## config.mk

```make
export PLATFORM = sky130hd
export DESIGN_NAME = pipe_stage_reg_flat
export DESIGN_NICKNAME = d
export VERILOG_FILES = /design/src/rtl/cpu_pipe_pkg.sv /design/src/rtl/pipe_stage_reg_if.sv /design/src/rtl/pipe_stage_cell.sv /design/src/rtl/pipe_stage_reg.sv /design/src/flat_wrapper.sv
export SDC_FILE = /design/constraint.sdc
export NUM_CORES = 1
export LEC_CHECK = 0
export BUFFER_PORTS_ARGS = -buffer_cell sky130_fd_sc_hd__buf_2
export CELL_PAD_IN_SITES_DETAIL_PLACEMENT = 0
export CELL_PAD_IN_SITES_GLOBAL_PLACEMENT = 2
export CORE_MARGIN = 4
export CORE_UTILIZATION = 26
export CTS_CLUSTER_DIAMETER = 100
export DETAILED_ROUTE_END_ITERATION = 16
export GPL_ROUTABILITY_DRIVEN = 0
export GPL_TIMING_DRIVEN = 0
export PLACE_DENSITY = 0.87
export SLEW_MARGIN = 15
export SYNTH_ARGS = -nofsm -noshare
export SYNTH_HDL_FRONTEND = slang
export SYNTH_SLANG_ARGS = --single-unit
```

## constraint.sdc

```tcl
create_clock -name clk -period 2.95 [get_ports clk]
set_input_delay 0.4425 -clock clk [delete_from_list [all_inputs] [get_ports clk]]
set_output_delay 0.4425 -clock clk [all_outputs]
set_load 0.02 [all_outputs]
```

## src/rtl/cpu_pipe_pkg.sv

```systemverilog
// Shared constants for the MIPS pipeline registers: control-vector bit
// positions, ID/EX payload field offsets and the legal register depth range.
package cpu_pipe_pkg;

    localparam int MIN_DEPTH = 1;
    localparam int MAX_DEPTH = 4;

    // Control vector bit positions
    localparam int CTRL_REGDST    = 0;
    localparam int CTRL_ALUSRC    = 1;
    localparam int CTRL_MEMTOREG  = 2;
    localparam int CTRL_REGWRITE  = 3;
    localparam int CTRL_MEMREAD   = 4;
    localparam int CTRL_MEMWRITE  = 5;
    localparam int CTRL_BJ_LSB    = 6;
    localparam int CTRL_BJ_W      = 3;
    localparam int CTRL_ALUOP_LSB = 9;
    localparam int CTRL_ALUOP_W   = 5;

    // Base ID/EX packing (128 bits): PC+4 | RD1 | RD2 | OFFSET, MSB first
    localparam int IDEX_W          = 128;
    localparam int IDEX_PC_LSB     = 96;
    localparam int IDEX_RD1_LSB    = 64;
    localparam int IDEX_RD2_LSB    = 32;
    localparam int IDEX_OFFSET_LSB = 0;
    localparam int IDEX_WORD_W     = 32;

    // Extended ID/EX packing: the four words above, then Rs | Rt | Rd | funct
    localparam int IDEX_X_W          = 149;
    localparam int IDEX_X_PC_LSB     = 117;
    localparam int IDEX_X_RD1_LSB    = 85;
    localparam int IDEX_X_RD2_LSB    = 53;
    localparam int IDEX_X_OFFSET_LSB = 21;
    localparam int IDEX_X_RS_LSB     = 16;
    localparam int IDEX_X_RT_LSB     = 11;
    localparam int IDEX_X_RD_LSB     = 6;
    localparam int IDEX_X_FUNCT_LSB  = 0;
    localparam int REG_IDX_W         = 5;
    localparam int FUNCT_W           = 6;

    function automatic bit depth_ok(int depth);
        return (depth >= MIN_DEPTH) && (depth <= MAX_DEPTH);
    endfunction

endpackage

```

## src/rtl/pipe_stage_reg_if.sv

```systemverilog
// Upstream/control/observation bundle of one pipeline register boundary.
// master drives the stage inputs, slave is the register itself.
interface pipe_stage_reg_if #(
    parameter int DATA_W = 128,
    parameter int CTRL_W = 16,
    parameter int CNT_W  = 16
);
    logic              stall;
    logic              flush;
    logic              cnt_clr;
    logic              valid_in;
    logic [CTRL_W-1:0] ctrl_in;
    logic [DATA_W-1:0] data_in;
    logic              valid_out;
    logic [CTRL_W-1:0] ctrl_out;
    logic [DATA_W-1:0] data_out;
    logic [CNT_W-1:0]  stall_cnt;
    logic [CNT_W-1:0]  flush_cnt;

    modport master (
        output stall, flush, cnt_clr, valid_in, ctrl_in, data_in,
        input  valid_out, ctrl_out, data_out, stall_cnt, flush_cnt
    );

    modport slave (
        input  stall, flush, cnt_clr, valid_in, ctrl_in, data_in,
        output valid_out, ctrl_out, data_out, stall_cnt, flush_cnt
    );
endinterface

```

## src/rtl/pipe_stage_cell.sv

```systemverilog
// One pipeline register stage: load / hold / kill, with ctrl forced to zero
// whenever the stage holds a bubble.
module pipe_stage_cell #(
    parameter int DATA_W = 128,
    parameter int CTRL_W = 16
) (
    input  logic              clk,
    input  logic              reset,
    input  logic              load,
    input  logic              kill,
    input  logic              valid_d,
    input  logic [CTRL_W-1:0] ctrl_d,
    input  logic [DATA_W-1:0] data_d,
    output logic              valid_q,
    output logic [CTRL_W-1:0] ctrl_q,
    output logic [DATA_W-1:0] data_q
);
    always_ff @(posedge clk) begin
        if (reset) begin
            valid_q <= 1'b0;
            ctrl_q  <= '0;
            data_q  <= '0;
        end else if (kill) begin
            // data is left alone: it is don't-care once the stage is invalid
            valid_q <= 1'b0;
            ctrl_q  <= '0;
        end else if (load) begin
            valid_q <= valid_d;
            ctrl_q  <= valid_d ? ctrl_d : '0;
            data_q  <= data_d;
        end
    end
endmodule

```

## src/rtl/pipe_stage_reg.sv

```systemverilog
// Parametrised inter-stage pipeline register (DEPTH chained cells) with
// stall/flush control and saturating stall/flush event counters.
module pipe_stage_reg
    import cpu_pipe_pkg::*;
#(
    parameter int DATA_W = 128,
    parameter int CTRL_W = 16,
    parameter int DEPTH  = 1,
    parameter int CNT_W  = 16
) (
    input  logic              clk,
    input  logic              reset,
    pipe_stage_reg_if.slave   bus
);
    if (!depth_ok(DEPTH)) begin : g_bad_depth
        $error("pipe_stage_reg: DEPTH=%0d outside %0d..%0d", DEPTH, MIN_DEPTH, MAX_DEPTH);
    end

    logic [DEPTH-1:0]  valid_q;
    logic [CTRL_W-1:0] ctrl_q  [DEPTH];
    logic [DATA_W-1:0] data_q  [DEPTH];
    logic              valid_d [DEPTH];
    logic [CTRL_W-1:0] ctrl_d  [DEPTH];
    logic [DATA_W-1:0] data_d  [DEPTH];

    logic load;
    assign load = !bus.stall;

    for (genvar g = 0; g < DEPTH; g++) begin : g_stage
        if (g == 0) begin : g_head
            assign valid_d[g] = bus.valid_in;
            assign ctrl_d[g]  = bus.ctrl_in;
            assign data_d[g]  = bus.data_in;
        end else begin : g_chain
            assign valid_d[g] = valid_q[g-1];
            assign ctrl_d[g]  = ctrl_q[g-1];
            assign data_d[g]  = data_q[g-1];
        end

        pipe_stage_cell #(.DATA_W(DATA_W), .CTRL_W(CTRL_W)) u_cell (
            .clk     (clk),
            .reset   (reset),
            .load    (load),
            .kill    (bus.flush),
            .valid_d (valid_d[g]),
            .ctrl_d  (ctrl_d[g]),
            .data_d  (data_d[g]),
            .valid_q (valid_q[g]),
            .ctrl_q  (ctrl_q[g]),
            .data_q  (data_q[g])
        );
    end

    assign bus.valid_out = valid_q[DEPTH-1];
    assign bus.ctrl_out  = ctrl_q[DEPTH-1] & {CTRL_W{valid_q[DEPTH-1]}};
    assign bus.data_out  = data_q[DEPTH-1];

    // Event qualifiers look at pipeline state before the edge
    logic stall_ev, flush_ev;
    assign stall_ev = bus.stall && !bus.flush && valid_q[DEPTH-1];
    assign flush_ev = bus.flush && (|valid_q);

    logic [CNT_W-1:0] stall_cnt, flush_cnt;

    always_ff @(posedge clk) begin
        if (reset || bus.cnt_clr) begin
            stall_cnt <= '0;
            flush_cnt <= '0;
        end else begin
            if (stall_ev && (stall_cnt != {CNT_W{1'b1}}))
                stall_cnt <= stall_cnt + 1'b1;
            if (flush_ev && (flush_cnt != {CNT_W{1'b1}}))
                flush_cnt <= flush_cnt + 1'b1;
        end
    end

    assign bus.stall_cnt = stall_cnt;
    assign bus.flush_cnt = flush_cnt;
endmodule

```

## src/flat_wrapper.sv

```systemverilog
// flat-port wrapper written by rule: the top's interface ports become plain ports
module pipe_stage_reg_flat import cpu_pipe_pkg::*;
#(
    parameter int DATA_W = 128,
    parameter int CTRL_W = 16,
    parameter int DEPTH  = 1,
    parameter int CNT_W  = 16
)
  (clk, reset, bus_stall, bus_flush, bus_cnt_clr, bus_valid_in, bus_ctrl_in, bus_data_in, bus_valid_out, bus_ctrl_out, bus_data_out, bus_stall_cnt, bus_flush_cnt);
  pipe_stage_reg_if #(.DATA_W(DATA_W), .CTRL_W(CTRL_W), .CNT_W(CNT_W)) bus_i ();
  input  logic clk;
  input  logic reset;
  input wire logic [$bits(bus_i.stall)-1:0] bus_stall;
  input wire logic [$bits(bus_i.flush)-1:0] bus_flush;
  input wire logic [$bits(bus_i.cnt_clr)-1:0] bus_cnt_clr;
  input wire logic [$bits(bus_i.valid_in)-1:0] bus_valid_in;
  input wire logic [$bits(bus_i.ctrl_in)-1:0] bus_ctrl_in;
  input wire logic [$bits(bus_i.data_in)-1:0] bus_data_in;
  output wire logic [$bits(bus_i.valid_out)-1:0] bus_valid_out;
  output wire logic [$bits(bus_i.ctrl_out)-1:0] bus_ctrl_out;
  output wire logic [$bits(bus_i.data_out)-1:0] bus_data_out;
  output wire logic [$bits(bus_i.stall_cnt)-1:0] bus_stall_cnt;
  output wire logic [$bits(bus_i.flush_cnt)-1:0] bus_flush_cnt;
  assign bus_i.stall = bus_stall;
  assign bus_i.flush = bus_flush;
  assign bus_i.cnt_clr = bus_cnt_clr;
  assign bus_i.valid_in = bus_valid_in;
  assign bus_i.ctrl_in = bus_ctrl_in;
  assign bus_i.data_in = bus_data_in;
  assign bus_valid_out = bus_i.valid_out;
  assign bus_ctrl_out = bus_i.ctrl_out;
  assign bus_data_out = bus_i.data_out;
  assign bus_stall_cnt = bus_i.stall_cnt;
  assign bus_flush_cnt = bus_i.flush_cnt;
  pipe_stage_reg #(.DATA_W(DATA_W), .CTRL_W(CTRL_W), .DEPTH(DEPTH), .CNT_W(CNT_W)) u_core (.clk(clk), .reset(reset), .bus(bus_i));
endmodule
```

==> results.txt, run 1 <==
The highest cell delay on the worst timing path came out at 0.45 ns. Setup repair after global routing left no endpoint under its margin. The count of input and output buffers came out at 326. The power density relative to cell area came out at 574 mW/mm². The average footprint of a synthesized cell came out at 8.05 µm². The endpoint arrival time on the critical path is 1.90 ns. The level count of the clock H-tree is 4. The layout has 2775 filler cells. The count of endpoints failing hold in the final timing report came out at 0. 327 I/O pins were placed. The number of register bits inferred by synthesis came out at 177.

For flop-to-flop paths, the worst setup slack is 0.71 ns. The post-synthesis net count came out at 995. The number of cells on the worst hold path is 3. The utilization of the core after routing came out at 0.372.

The final-layout setup total negative slack came out at 0 ns. The worst setup path is captured at a primary output. The share of synthesized area occupied by flip-flops and latches came out at 0.522. The cell count after synthesis came out at 843. Detailed placement ended at an HPWL of 18.0 mm. Counting along the longest clock path gives a buffer depth of 2.

In the final layout, the share of cells above drive strength 1 is 0.310. The violation count after the first detailed-route iteration is 369. The iteration count of the initial detailed-routing pass is 5. The path category of the worst min-delay check is input port to register. The shortest period the worst path allows is 2.34 ns. The number of global-route vias before repair came out at 6776. The floorplan row count is 58.

Clock tree synthesis selected as its root buffer the cell clkbuf_16. The overflow left after global routing came out at 0. The synthesis warning total is 0. The highest ir drop seen on vdd is 0.351 mV.

The total clock buffers created by CTS came out at 17. The clock sink count is 177. The overall global routing resource usage came out at 0.161. TritonCTS built the clock tree. The worst slack at placement came out at 0.502 ns.

Of all flip-flops after synthesis, the portion carrying an async set or reset was 0. The clock slew at the register clock pins of the worst setup and hold paths came out at 0.08 ns. The area enclosed by the die boundary is 0.0287 mm². The worst-skew pair later-pin latency is 0.43 ns. The beginning of the critical path is u_core.g_stage[0].u_cell.valid_q. The count of cell types in the netlist came out at 44. The worst-path cell with the longest stage delay is dfxtp_1. At the pin with the least slew margin, the transition time is 0.812 ns. The total placed cells including tap cells is 1499. The most used flip-flop cell after synthesis is dfxtp_1.

The worst slew margin relative to its limit came out at 0.458. The routed length per instance is 15.7 µm. The final cycle utilization of the critical path is 0.795. The starting utilization of the core area is 0.267. In this run the horizontal extent of the chip is 170 µm. The max-slew violation count came to 0. The achievable clock frequency came out at 0.427 GHz.

The number of setup violations in the final report is 0. For this block, the routed nets add up to 24.0 mm of wire. The number of cells on the worst reg-to-reg path is 5. The area growth from synthesis to layout is 39.1%. The number of antenna violations at the first check in global routing is 3. The number of enable-type register cells in the synthesized netlist came out at 0.

The vias per cell came out at 4.51. The minimum setup slack in the final design came out at 0.605 ns. The leakage power summed over all cells is 4.17 nW.

The number of nets at the end of the flow came out at 1340. The startpoint identified for the worst register-to-register timing path is u_core.bus.stall_cnt[0]. The worst hold path terminates at u_core.g_stage[0].u_cell.data_q[55]. In this run the worst path has a maximum fanout of 10.

The number of violations of the max-capacitance limit is 0. After synthesis the cells add up to 0.00678 mm². The run finished with clean final reports. Between clock sinks in the finished design, the worst skew comes to 0.0158 ns. For this design, the CTS-stage hold fixing added 0 buffers. The number of remaining DRC errors came out at 0.

Traced cell by cell, the critical path runs through clkbuf_1, clkbuf_1, and2_1, buf_2. The final route contains 6910 vias. The worst setup path is of the register to primary output kind. The pin count of the biggest net entering global routing is 19. The worst path required time came out at 2.51 ns. The chip height is 170 µm. The filler-free cell count of the finished design came out at 1532. The most numerous cell type found on the critical path is clkbuf_1.

The first global-routing pass estimated 37.2 mm of wire. The startpoint identified for the worst hold timing path is bus_data_in[55]. The post-detailed-route count of antenna-violating nets is 0. In this run the critical register-to-register path is captured at u_core.bus.stall_cnt[1]. The floorplan step defined a core boundary enclosing 0.0254 mm².

STA classifies the critical path startpoint as a register. After clock tree synthesis, the setup repair step added 0 buffers. The total of cells resized after clock tree synthesis is 0.
[where the power goes]
| group | total, mW | internal, mW | switching [mW] |
|---|---|---|---|
| sequential | 2.51 | 2.47 | 0.0400 |
| clock | 2.35 | 1.24 | 1.11 |
| combinational | 0.554 | 0.201 | 0.354 |
| total | 5.42 | 3.91 | 1.51 |
[flip-flops by register name, indices dropped and copies added, names as in the netlist]
register,flops
u_core.bus.flush_cnt,16
u_core.bus.stall_cnt,16
u_core.g_stage.u_cell.ctrl_q,16
u_core.g_stage.u_cell.data_q,128
u_core.g_stage.u_cell.valid_q,1
[worst max-delay path by stage]
stage / endpoint / cells past startpoint
finish: bus_ctrl_out[5] / 4
detailed placement: u_core.g_stage[0].u_cell.data_q[86] / 7
global placement: u_core.g_stage[0].u_cell.data_q[29] / 7
CTS: bus_ctrl_out[11] / 4
floorplan: u_core.bus.stall_cnt[0] / 5
global route: bus_ctrl_out[14] / 4
[logic make-up after synthesis]
| family | Yosys count | share of synthesized area |
|---|---|---|
| AOI/OAI and AO/OA | 192 | 0.160 |
| adders and majority gates | 2 | 0.00369 |
| buffers and inverters | 63 | 0.0374 |
| DFF | 177 | 0.522 |
| muxes | 14 | 0.0207 |
| and+or+nand+nor | 395 | 0.255 |
[cells in the mapped netlist (3+ instances only)]
cell      count  share of area
mux2i_1      14          0.021
a2111o_1      3         0.0050
o311ai_0      3         0.0039
dfxtp_1     177           0.52
a22oi_1      16          0.018
nor4_1        3         0.0028
and4_1        3         0.0039
nand2_1     290           0.16
nand3_1       7         0.0052
or4_1         3         0.0033
a211oi_1      3         0.0033
o31ai_1       4         0.0044
nor2_1       23          0.013
or2_2         3         0.0028
a21oi_1     147           0.11
nand4_1      11          0.010
and2_1       19          0.018
nor3_1        5         0.0037
clkbuf_1     55          0.030
o21ai_0       6         0.0044
or3_1        16          0.015
[layout by cell type, fill, tap and decap left out, types with 6 or more instances in the layout]
cell       count
a21oi_1      147
a22oi_1       16
and2_1        19
buf_2        328
clkbuf_1      55
clkbuf_16     17
dfxtp_1      177
mux2i_1       14
nand2_1      290
nand3_1        7
nand4_1       11
nor2_1        23
o21ai_0        6
or3_1         16
[cell type report]
type,instances,area (µm²),area share
flip-flops and latches,177,3540,0.375
multi-input cells,603,2990,0.316
repair buffers,326,1630,0.173
clock buffers,18,439,0.0465
well taps,330,413,0.0438
plain buffers,61,246,0.0261
clock inverters,14,166,0.0176
inverters,2,7.51,0.000796
diodes,1,2.50,0.000265
[per-stage QoR]
step	area, µm²	total power [mW]	hold slack (ns)
3_3_place_gp	8830	3.13	0.438
6_report	9440	5.42	0.244
4_1_cts	9430	5.51	0.221
2_1_floorplan	6780	2.86	0.468
3_5_place_dp	8830	3.13	0.443
5_1_grt	9440	5.68	0.228
[layer usage]
layer  wire (µm)  part of all wire  track usage  vias to the layer above
met5          34            0.0014            0                        -
met4         367             0.015       0.0410                        4
met3        2280             0.095       0.0650                       31
met2       11200              0.47        0.267                      231
met1       10100              0.42        0.195                     3112
li1            -                 -            -                     3532
[critical path: cells and delay by family, from the launching register on]
kind,cells,cell delay [ns]
buffers and inverters,3,0.83
flip-flops,1,0.45
AND/OR/NAND/NOR,1,0.19
Note: power is estimated with default switching activity, not from simulation.
==> run 2: changes to the inputs <==
--- a/config.mk
+++ b/config.mk
@@ -9,12 +9,12 @@
 export CELL_PAD_IN_SITES_DETAIL_PLACEMENT = 0
 export CELL_PAD_IN_SITES_GLOBAL_PLACEMENT = 2
 export CORE_MARGIN = 4
-export CORE_UTILIZATION = 26
+export CORE_UTILIZATION = 22
 export CTS_CLUSTER_DIAMETER = 100
 export DETAILED_ROUTE_END_ITERATION = 16
 export GPL_ROUTABILITY_DRIVEN = 0
 export GPL_TIMING_DRIVEN = 0
-export PLACE_DENSITY = 0.87
+export PLACE_DENSITY = 0.79
 export SLEW_MARGIN = 15
 export SYNTH_ARGS = -nofsm -noshare
 export SYNTH_HDL_FRONTEND = slang
==> constraint.sdc (replaced) <==
create_clock -name clk -period 2 [get_ports clk]
set_input_delay 0.3 -clock clk [delete_from_list [all_inputs] [get_ports clk]]
set_output_delay 0.3 -clock clk [all_outputs]
set_load 0.02 [all_outputs]
==> results.txt, run 2 (synthesis results as in run 1) <==
The number of clock buffers added by TritonCTS is 17. The chip height came out at 184 µm. The count of boundary I/O pins is 327. The vias per cell came out at 4.35. The number of buffers on the longest clock path is 2. Headroom to the max-slew limit came out at 0.489. After layout, the design draws a total of 8.02 mW. The detailed router finished its first iteration with 236 violations. Buffers placed on the I/O ports in this run total 326. The setup skew after layout is 0.0101 ns. For this configuration, the core starts out at a cell density of 0.222. Of the cells placed in the final design, the portion with a size suffix greater than 1 is 0.318.

Leaving out fill and tap cells, the most frequent cell in the layout is buf_2. The synthesis-to-layout area growth is 41.1%. The register with the most flip-flops is u_core.g_stage.u_cell.data_q.

Of the available clock period, the critical path in the final layout requires 0.928. The part of the power in the clock network came out at 0.435. The worst-case IR drop observed on VDD is 0.495 mV.

The iteration count of the initial detailed-routing pass came out at 4. The number of remaining DRC errors is 0. The number of global-route vias before repair is 6700.

The minimum setup slack in the final design is 0.144 ns. Setup repair after global routing left no endpoint under its margin. The sort of element at the end of the critical path is a register. The floorplan step defined a die boundary enclosing 0.0337 mm².

The max-slew violation count is 0. TritonCTS built the clock tree. The level count of the clock H-tree came out at 4.

The part of the total power dissipated in sequential elements is 0.462. The power density relative to cell area is 838 mW/mm². The beginning of the critical path is u_core.bus.flush_cnt[5]. Among all stages on the critical path, the largest delay is contributed by or4_1. Once detailed placement completed, the half-perimeter wirelength came to 18.7 mm.

The total buffers and inverters traversed by the critical path came out at 1. Of the total power, the share spent switching nets is 0.272. The overall global routing resource usage came out at 0.141.

The internal power of the cells came out at 5.84 mW. The core footprint came out at 0.0305 mm². In the layout the commonest cells are buf_2 (328), nand2_1 (289), dfxtp_1 (174). The endpoint arrival time on the critical path is 2.23 ns.

In this run the critical register-to-register path is captured at u_core.bus.flush_cnt[11]. The count of endpoints failing hold in the final timing report came out at 0. The first-pass GRT wire length is 37.9 mm. In this run the critical register-to-register path is launched from u_core.bus.flush_cnt[5]. The flow ran to the end, and the final reports show no timing, DRC or antenna violations. At the placement stage, the worst setup path has a slack of -0.469 ns. The achievable clock frequency came out at 0.539 GHz.

The number of buffers inserted by hold repair at cts came out at 0. The worst-skew pair later-pin latency is 0.43 ns. The worst path required time is 2.37 ns.

The floorplan row count is 64. The tightest min-delay check is of the input port to register type. The class of the most critical setup path is register to register. On the critical path the largest part of the delay comes from simple AND/OR/NAND/NOR gates. The clock sink count is 177. At the end of the flow, the number of nets in the layout was 1343.

For this design the static power due to leakage is 4.21 nW. For the pin with the worst max-slew slack, the measured transition is 0.767 ns. The overflow left after global routing is 0.

The worst hold path startpoint is bus_data_in[122]. The number of flip-flops in the largest register is 128. The worst path in the final design needs a cycle of 1.86 ns, including I/O delays and setup.

The routed layout has 6967 vias. Across the run, the number of max-cap violations was 0. Walking the worst path, the cells encountered are nand4_2, or3_1, buf_2, or4_1, a21oi_1.

The number of cells on the worst reg-to-reg path is 5. The path with the worst hold slack has its endpoint at u_core.g_stage[0].u_cell.data_q[122]. For this design the total switching power over the nets is 2.18 mW.

The utilization of the core after routing came out at 0.314. The final layout contains routed wiring with a total length of 24.7 mm. The highest cell delay on the worst timing path came out at 0.47 ns. The root buffer cell is clkbuf_16. The clock slew at the register clock pins of the worst setup and hold paths came out at 0.08 ns. The startpoint kind of the worst setup timing path is a register. The worst hold path was traced through 3 stages. The horizontal extent of the die is 184 µm.

The routed length per instance is 15.4 µm. The share of total power dissipated in combinational logic is 0.103. The post-detailed-route count of antenna-violating nets is 0. The pin count of the biggest net entering global routing came out at 18. The number of antenna violations at the first check in global routing came to 5. The minimum setup slack among reg-to-reg paths is 0.14 ns. In this run the worst path has a maximum fanout of 9. The number of setup violations in the final report is 0.
==> run 2: stage by stage <==
stage          setup TNS (ns)  hold slack, ns  std cells  instance area [µm²]
3_3_place_gp           -32.84           0.439       1565                 8910
4_1_cts                     0          0.0648       1599                 9540
3_5_place_dp           -36.10           0.443       1565                 8910
6_report                    0          0.0937       1602                 9570
2_1_floorplan               0           0.436        843                 6780
5_1_grt                     0          0.0646       1600                 9570
==> run 2: worst reg2reg max path, delay by kind of cell, from the launching register on <==
| family | cells | cell delay, ns |
|---|---|---|
| and+or+nand+nor | 3 | 1.03 |
| DFF | 1 | 0.44 |
| buffers and inverters | 1 | 0.18 |
| AOI/OAI and AO/OA | 1 | 0.14 |
==> run 2: worst max-delay path by stage <==
stage	endpoint	slack [ns]	cells after the start
final	u_core.bus.flush_cnt[11]	0.14	5
after global routing	u_core.bus.stall_cnt[9]	0.0004	5
after CTS	u_core.g_stage[0].u_cell.data_q[64]	0.002	7
after detailed placement	u_core.g_stage[0].u_cell.data_q[64]	-0.47	7
after global placement	u_core.g_stage[0].u_cell.data_q[64]	-0.43	7
after floorplan	u_core.bus.stall_cnt[0]	0.05	5
==> run 2: metal layers <==
layer  global-route usage  wire [µm]  up-vias  share of wire
met4               0.0399        302       10          0.012
met5                    0         56        -         0.0023
met1                0.175      10800     3163           0.44
met2                0.224      11200      221           0.45
met3               0.0617       2340       28          0.095
li1                     -          -     3545              -
==> run 2: area by class of cell <==
type	instances	area, µm²
buffer	60	249
tap	396	495
clock inverter	14	171
fill	3390	20900
antenna	2	5.00
clock buffer	18	429
timing repair buffer	330	1660
multi-input combinational	603	3000
inverter	2	7.51
sequential	177	3550
==> run 2: timing repair <==
item                       4_1_cts  5_1_grt
buffers inserted                 2        2
pin swaps                        2        1
gates resized for setup          5        9
gates cloned                     0        0
setup endpoints to repair       33       46
==> run 2: power groups by stage <==
stage	combinational, mW	clock (mW)	sequential, mW
after global routing	0.911	3.79	3.72
final	0.822	3.49	3.71
after global placement	0.838	0	3.78
after detailed placement	0.838	0	3.79
after CTS	0.840	3.65	3.71
after floorplan	0.286	0	3.93
